[config.mk]
export PLATFORM = sky130hd
export DESIGN_NAME = pio_input_debounce
export DESIGN_NICKNAME = d
export VERILOG_FILES = /design/src/rtl/pio_debounce_pkg.sv /design/src/rtl/pio_debounce_channel.sv /design/src/rtl/pio_input_debounce.sv
export SDC_FILE = /design/constraint.sdc
export NUM_CORES = 1
export LEC_CHECK = 0
export ABC_CLOCK_PERIOD_IN_PS = 3900
export CAP_MARGIN = 0
export CORE_MARGIN = 2
export CORE_UTILIZATION = 29
export CTS_CLUSTER_DIAMETER = 40
export DETAILED_ROUTE_END_ITERATION = 6
export PLACE_DENSITY = 0.54
export SYNTH_ARGS = -nofsm -noshare
export SYNTH_HDL_FRONTEND = slang
export SYNTH_SLANG_ARGS = --single-unit
[constraint.sdc]
create_clock -name clk -period 3.9 [get_ports clk]
set_input_delay 0.78 -clock clk [delete_from_list [all_inputs] [get_ports clk]]
set_output_delay 0.78 -clock clk [all_outputs]
set_load 0.05 [all_outputs]
[src/rtl/pio_debounce_pkg.sv]
// Shared constants and helpers for the PIO input debouncer.
package pio_debounce_pkg;

  localparam int PIO_DEBOUNCE_TICK_DIV     = 50000;
  localparam int PIO_DEBOUNCE_STABLE_TICKS = 20;
  localparam int PIO_DEBOUNCE_WIDTH        = 12;

  // Counter width able to hold 0..n-1, never narrower than one bit.
  function automatic int cnt_width(input int n);
    int w;
    w = $clog2(n);
    return (w < 1) ? 1 : w;
  endfunction

endpackage

[src/rtl/pio_debounce_channel.sv]
// One debounce channel: 2-flop synchroniser, qualification counter, output flop.
// Exposes the accept strobe only when PIO_DEBOUNCE_CHANGE_PULSE_EN is defined.
module pio_debounce_channel
  import pio_debounce_pkg::*;
#(
  parameter int   STABLE_TICKS = PIO_DEBOUNCE_STABLE_TICKS,
  parameter logic RESET_VALUE  = 1'b0
) (
  input  logic clk,
  input  logic reset_n,
  input  logic tick,
  input  logic raw,
`ifdef PIO_DEBOUNCE_CHANGE_PULSE_EN
  output logic accept,
`endif
  output logic clean
);

  localparam int            CW       = cnt_width(STABLE_TICKS);
  localparam logic [CW-1:0] CNT_LAST = CW'(STABLE_TICKS - 1);

  logic          sync1, sync2;
  logic [CW-1:0] cnt;
  logic          pending, take;

  assign pending = (sync2 != clean);
  assign take    = pending && tick && (cnt == CNT_LAST);

`ifdef PIO_DEBOUNCE_CHANGE_PULSE_EN
  assign accept = take;
`endif

  always_ff @(posedge clk or negedge reset_n) begin
    if (!reset_n) begin
      sync1 <= RESET_VALUE;
      sync2 <= RESET_VALUE;
      clean <= RESET_VALUE;
      cnt   <= '0;
    end else begin
      sync1 <= raw;
      sync2 <= sync1;
      // Any cycle back at the accepted level restarts the whole window.
      if (!pending) begin
        cnt <= '0;
      end else if (tick) begin
        if (take) begin
          clean <= sync2;
          cnt   <= '0;
        end else begin
          cnt <= cnt + 1'b1;
        end
      end
    end
  end

endmodule

[src/rtl/pio_input_debounce.sv]
// Bank of debounced board inputs feeding the HPS edge-capture PIO in_port.
// Define PIO_DEBOUNCE_CHANGE_PULSE_EN to add the per-channel change_pulse output.
module pio_input_debounce
  import pio_debounce_pkg::*;
#(
  parameter int               WIDTH        = PIO_DEBOUNCE_WIDTH,
  parameter int               TICK_DIV     = PIO_DEBOUNCE_TICK_DIV,
  parameter int               STABLE_TICKS = PIO_DEBOUNCE_STABLE_TICKS,
  parameter logic [WIDTH-1:0] RESET_VALUE  = '0
) (
  input  logic             clk,
  input  logic             reset_n,
  input  logic [WIDTH-1:0] raw_in,
`ifdef PIO_DEBOUNCE_CHANGE_PULSE_EN
  output logic [WIDTH-1:0] change_pulse,
`endif
  output logic [WIDTH-1:0] clean_out
);

  localparam int            PW       = cnt_width(TICK_DIV);
  localparam logic [PW-1:0] PRE_LAST = PW'(TICK_DIV - 1);

  logic [PW-1:0] pre;
  logic          tick;

  // Shared timebase; with TICK_DIV=1 pre sits at 0 and tick is always high.
  assign tick = (pre == PRE_LAST);

  always_ff @(posedge clk or negedge reset_n) begin
    if (!reset_n)  pre <= '0;
    else if (tick) pre <= '0;
    else           pre <= pre + 1'b1;
  end

`ifdef PIO_DEBOUNCE_CHANGE_PULSE_EN
  logic [WIDTH-1:0] accept;

  // Registered from the same condition that loads clean_out, so both land on one edge.
  always_ff @(posedge clk or negedge reset_n) begin
    if (!reset_n) change_pulse <= '0;
    else          change_pulse <= accept;
  end
`endif

  for (genvar i = 0; i < WIDTH; i++) begin : g_ch
    pio_debounce_channel #(
      .STABLE_TICKS (STABLE_TICKS),
      .RESET_VALUE  (RESET_VALUE[i])
    ) u_ch (
      .clk     (clk),
      .reset_n (reset_n),
      .tick    (tick),
      .raw     (raw_in[i]),
`ifdef PIO_DEBOUNCE_CHANGE_PULSE_EN
      .accept  (accept[i]),
`endif
      .clean   (clean_out[i])
    );
  end

endmodule
# Word-level counts from Yosys, hierarchy flattened

Index checks and enable logic that the tools add are counted.

Bits in registers: 112

Add/subtract/negate cells: 13
Equality and inequality tests: 37
Mux-type cells: 37
Reduce and logical (&&, ||, !) cells: 36

Operators by type and width:

| cell                  | number |
|---|---|
| $mux 5                | 36 |
| $add 5x1->5 const B   | 12 |
| $eq 5x5->1 const B    | 12 |
| $reduce_and 3->1      | 12 |
| $logic_and 1x1->1     | 24 |
| $ne 2x2->1 const B    | 11 |
| $add 16x1->16 const B | 1 |
| $eq 16x16->1 const B  | 1 |
| $mux 16               | 1 |
| $ne 1x1->1            | 12 |
| $ne 2x1->1 const B    | 1 |

# Longest topological paths before layout

Depth in word-level cells: 6
Mapped depth: 9
Depth with buffers taken out: 5

# Cells and area by module

From an unflattened synthesis, not the netlist that was laid out.

Cells, all modules: 439
Area total of the unflattened synthesis: 5,191.2 um^2

Modules (own cells, without submodules):

| module               | times used | cells an instance | area each (um^2) | seq. area each (um^2) |
|---|---|---|---|---|
| pio_debounce_channel | 12         | 31                | 369.1            | 200.2 |
| pio_input_debounce   | 1          | 67                | 762.0            | 400.4 |

# Worst setup path before layout

OpenSTA, ideal clock, no wires.

Kind: register to register
Start: reg pre[0]
End: reg g_ch[10].u_ch.clean
Setup time: 0.127 ns
Data arrival time: 1.671 ns
Required time: 3.773 ns
Path slack: 2.101 ns
Cell stages (with the launch flop): 9
Path through: dfrtp_1 > ha_1 > and3_1 > clkbuf_1 > and4_1 > buf_2 > buf_4 > nand2_1 > mux2_1

Word-level cells in the longest chain between the ends: 4

RTL lines:

| item                           | RTL line                   | source |
|---|---|---|
| start: declaration             | pio_input_debounce.sv:23   | `logic [PW-1:0] pre;` |
| start signal: assignment       | pio_input_debounce.sv:32   | `else pre <= pre + 1'b1;` |
| $eq 16x16->1 *                 | pio_input_debounce.sv:27   | `assign tick = (pre == PRE_LAST);` |
| $logic_and 1x1->1 (2 in a row) | pio_debounce_channel.sv:27 | `assign take = pending && tick && (cnt == CNT_LAST);` |
| $reduce_and 3->1 (no line) *   | --                         |  |
| end signal: assignment         | pio_debounce_channel.sv:47 | `clean <= sync2;` |
| end: declaration               | pio_debounce_channel.sv:16 | `output logic clean` |

Every way passes the cells marked *; elsewhere a longest branch is shown, timed or not.
A chain may end at the register's enable or synchronous reset.

# Worst setup path in the final report

Start: reg pre[13]
End: reg g_ch[6].u_ch.clean

Word-level cells in the longest chain between the ends: 4

RTL lines:

| item                           | RTL line |
|---|---|
| $eq 16x16->1 *                 | pio_input_debounce.sv:27 |
| $logic_and 1x1->1 (2 in a row) | pio_debounce_channel.sv:27 |
| $reduce_and 3->1 (no line) *   | -- |
| end signal: assignment         | pio_debounce_channel.sv:47 |
| end: declaration               | pio_debounce_channel.sv:16 |

Marked as above.

==> tab_implementation.tex <==
\begin{tabular}{lr}
\hline
Metric & Value \\
\hline
\multicolumn{2}{l}{\textbf{Timing}} \\
Final Max Tran Viols & 0 \\
Min cycle time layout & between 2 and 2.5 ns \\
Setup violations, final & 0 \\
Total negative slack for setup checks & 0 ns \\
Number of failing hold endpoints at the final stage & 0 \\
Headroom to the max-slew limit & roughly 38\% \\
Unrepaired setup endpoints after global routing & false \\
Clock Skews & approximately 0.01 ns \\
Transition at the pin with the smallest max-transition slack & between 0.9 and 1 ns \\
Final cycle utilization of the critical path & about three fifths \\
Maximum frequency from static timing analysis & between 400 and 500 MHz \\
\multicolumn{2}{l}{\textbf{Setup path}} \\
Type of element launching the critical path & flip-flop \\
Highest fanout seen on the critical path & 23 \\
Classification of the worst setup path & flip-flop to flip-flop \\
Worst Path Required & around 4.1 ns \\
Setup crit end kind & flip-flop \\
Reg2Reg Setup Slack & roughly 1.5 ns \\
Signal arrival time at the worst endpoint & about 2.6 ns \\
\multicolumn{2}{l}{\textbf{Placement}} \\
Placed wire-length estimate & approximately 7300 µm \\
Cells after DPL & 768 \\
Port buffer count & 25 \\
GPL Wtd Cong & 0.8155 \\
\multicolumn{2}{l}{\textbf{Layout}} \\
Number of nets in the finished design & around 570 \\
Antenna diode instance count & 0 \\
Synthesis-to-finish area growth & 12.59\% \\
Fraction of final layout cells sized beyond drive strength 1 & about 5.8\% \\
Area occupied by registers & approximately 2800 µm² \\
Post-Layout Cell Count & just under 800 \\
Multi-input combinational cell area & around 2400 µm² \\
\# fillers & 1,817 \\
\multicolumn{2}{l}{\textbf{Global routing}} \\
Wire length of the first global-routing pass & roughly 19,000 µm \\
Initial antenna violation count & 0 \\
Leftover overflow at the end of global routing & 0 \\
Total routing usage reported by global routing & 11.74\% \\
Vias in the first global route & between 3,000 and 4,000 \\
Pin count of the biggest net entering global routing & 74 \\
\multicolumn{2}{l}{\textbf{Drt}} \\
Average detailed-routed wire length per instance & 14.03 µm \\
Number of detailed-routing iterations run before antenna repair & 6 \\
DR vias/cell & between 5 and 6 \\
Total Routed Length & 10,990 µm \\
Total number of vias & roughly 4,000 \\
Count of unresolved DRC violations after routing & 0 \\
Post-detailed-route count of antenna-violating nets & 0 \\
Detailed Route Iter0 Violations & roughly 280 \\
\multicolumn{2}{l}{\textbf{Logic synthesis}} \\
Fraction of the yosys area taken by sequential cells & 51.54\% \\
Post-synth EDFFs & 0 \\
Synthesis warning total & 0 \\
Number of instances in the synthesized netlist & 535 \\
Post-Synthesis Net Count & roughly 560 \\
Synth unique cells & 40 \\
Primary flip-flop cell chosen by synthesis mapping & dfrtp\_1 \\
Syn\_area\_per\_cell & 10.16 µm² \\
FF+latch count, synth & 112 \\
Post-synthesis instance area & 5438 µm² \\
Share of synthesized flip-flops with an asynchronous set or reset & 100.0\% \\
\multicolumn{2}{l}{\textbf{Die}} \\
Width of the chip & about 140 µm \\
Std-Cell Core Area & 18,580 µm² \\
Boundary pin count & 26 \\
Area enclosed by the die boundary & roughly 20,000 µm² \\
DIE HEIGHT & 140.9 µm \\
Initial core utilization & 29.27\% \\
Cell Rows & 50 \\
\multicolumn{2}{l}{\textbf{CTS}} \\
Root cell of the clock tree & clkbuf\_16 \\
Cts bufs inserted & 9 \\
Clock latency of the later-clocked register in the worst-skew pair & between 0.3 and 0.4 ns \\
Clock tree from TritonCTS & yes \\
Gates resized, CTS repair & 0 \\
Total number of clock tree sinks & around 110 \\
CTS H-tree lvls & 3 \\
Clock transition at the registers of the reported paths & $\sim$0.070 ns \\
Post-CTS repair timing setup buffer count & 0 \\
Hold Buf Count CTS & 0 \\
Number of buffers between clock root and the deepest sink & 2 \\
\multicolumn{2}{l}{\textbf{Pwr}} \\
Part of the power in registers & between 50\% and 60\% \\
Internal power consumption & 0.001654 W \\
Switching power share of the total & around 22\% \\
Clock network fraction of design power & between 40\% and 50\% \\
Switching power summed over all nets & approximately 0.00045 W \\
Total power per unit cell area & approximately 340 nW/µm² \\
Logic gate share of total power & around 2.4\% \\
Static power due to leakage & roughly 2.4 nW \\
Sum of internal, switching and leakage power & around 0.0021 W \\
Maximum VDD drop & 0.0002587 V \\
\multicolumn{2}{l}{\textbf{Outcome}} \\
Status & completed \\
\multicolumn{2}{l}{\textbf{Worst hold path}} \\
Min-delay worst type & flip-flop to flip-flop \\
\multicolumn{2}{l}{\textbf{Job}} \\
Max-capacitance violation count & 0 \\
\hline
\end{tabular}
[worst max-delay path: stages, from the launching register on]
cell and delay [ns]:
dfrtp_1 0.45, nor4b_4 0.74, and4_1 0.32, buf_4 0.30
nand2_1 0.10, mux2_1 0.33
[Yosys cell counts, types with 5 or more instances]
master    count  area, µm²
a21oi_1      46      230.2
a31oi_1      12      75.07
and4_1       14      122.6
buf_2         8      40.04
buf_4        15      112.6
clkbuf_1      8      30.03
dfrtp_1     112       2803
ha_1         13      162.7
mux2_2        8      90.09
mux2i_1       5      50.05
nand2_1      67      251.5
nand3_1      28      140.1
nand3b_1     17      127.6
nand4_1      17      106.4
nand4b_1     11      96.34
nor2_1       27      101.4
nor2b_1      18      112.6
o21ai_0      20      100.1
or3_1        26      162.7
xnor2_1      20      175.2
[cells by family (layout without fill, tap and decap cells)]
family	after synthesis	count (layout)	share of synthesized area [%]
xor gates and xnor gates	24	24	3.866
DFF	112	112	51.54
and+or+nand+nor	251	251	26.37
muxes	17	17	3.405
adders and majority gates	13	13	2.991
buffers and inverters	36	50	3.727
AOI/OAI and AO/OA	82	82	8.100
[stage by stage]
stage	cell area (µm²)	setup WS (ns)	hold slack (ns)	utilization, %
after CTS	6122	1.512	0.3526	32.95
after global placement	5848	1.615	0.3322	31.47
after detailed placement	5848	1.540	0.3365	31.47
after floorplan	5438	2.101	0.3312	-
final	6122	1.535	0.3500	32.95
after global routing	6122	1.364	0.3589	32.95
[sequential cells by signal, summed over array words and instances, names as in the netlist]
register	flops
pre	16
g_ch.u_ch.cnt	60
g_ch.u_ch.sync1	12
g_ch.u_ch.clean	12
g_ch.u_ch.sync2	12
[routing by layer]
layer	share of wire, %	wire length (µm)	vias to the layer above	track usage [%]
met1	48	5281	1976	16.23
met2	47	5123	76	17.92
met4	1.7	184	0	4.053
li1	-	-	1927	-
met5	0	0	-	0
met3	3.6	397	14	3.023
[final timing paths]
check	start	endpoint	depth (start not counted)
max in group asynchronous	reset_n	g_ch[0].u_ch.cnt[4]	2
worst min register to register	g_ch[11].u_ch.sync1	g_ch[11].u_ch.sync2	0
worst max-delay path	pre[13]	g_ch[6].u_ch.clean	5
worst max register to register	pre[13]	g_ch[6].u_ch.clean	5
worst min-delay path	g_ch[11].u_ch.sync1	g_ch[11].u_ch.sync2	0
min in group asynchronous	reset_n	g_ch[7].u_ch.sync1	1
[power by group through the flow]
| stage | Combinational (W) | Sequential (W) | Clock, W |
|---|---|---|---|
| 2_1_floorplan | 0.0000109 | 0.00120 | 0 |
| 3_3_place_gp | 0.0000531 | 0.00120 | 0 |
| 5_1_grt | 0.0000599 | 0.00118 | 0.000961 |
| 4_1_cts | 0.0000547 | 0.00118 | 0.000909 |
| 6_report | 0.0000514 | 0.00118 | 0.000878 |
| 3_5_place_dp | 0.0000543 | 0.00120 | 0 |
[cell type report]
class                   instances  area share [%]
clock buffers                  12           4.190
clock inverters                 3          0.2861
inverters                       4          0.2452
multi-input cells             387           39.73
flip-flops and latches        112           45.78
well taps                     234           4.782
repair buffers                 31           4.987
[cell usage in the layout, fill, tap and decap left out, drive strengths merged, types with 13 or more instances in the layout]
master and n:
o21ai 20, dfrtp 112, nand3b 17, nand4 17, a21oi 46, clkdlybuf4s50 24, nand3 29, ha 13
nor2 27, and4 14, nand2 67, or3 26, xnor2 20, nor2b 18
Note: power is estimated with default switching activity, not from simulation.
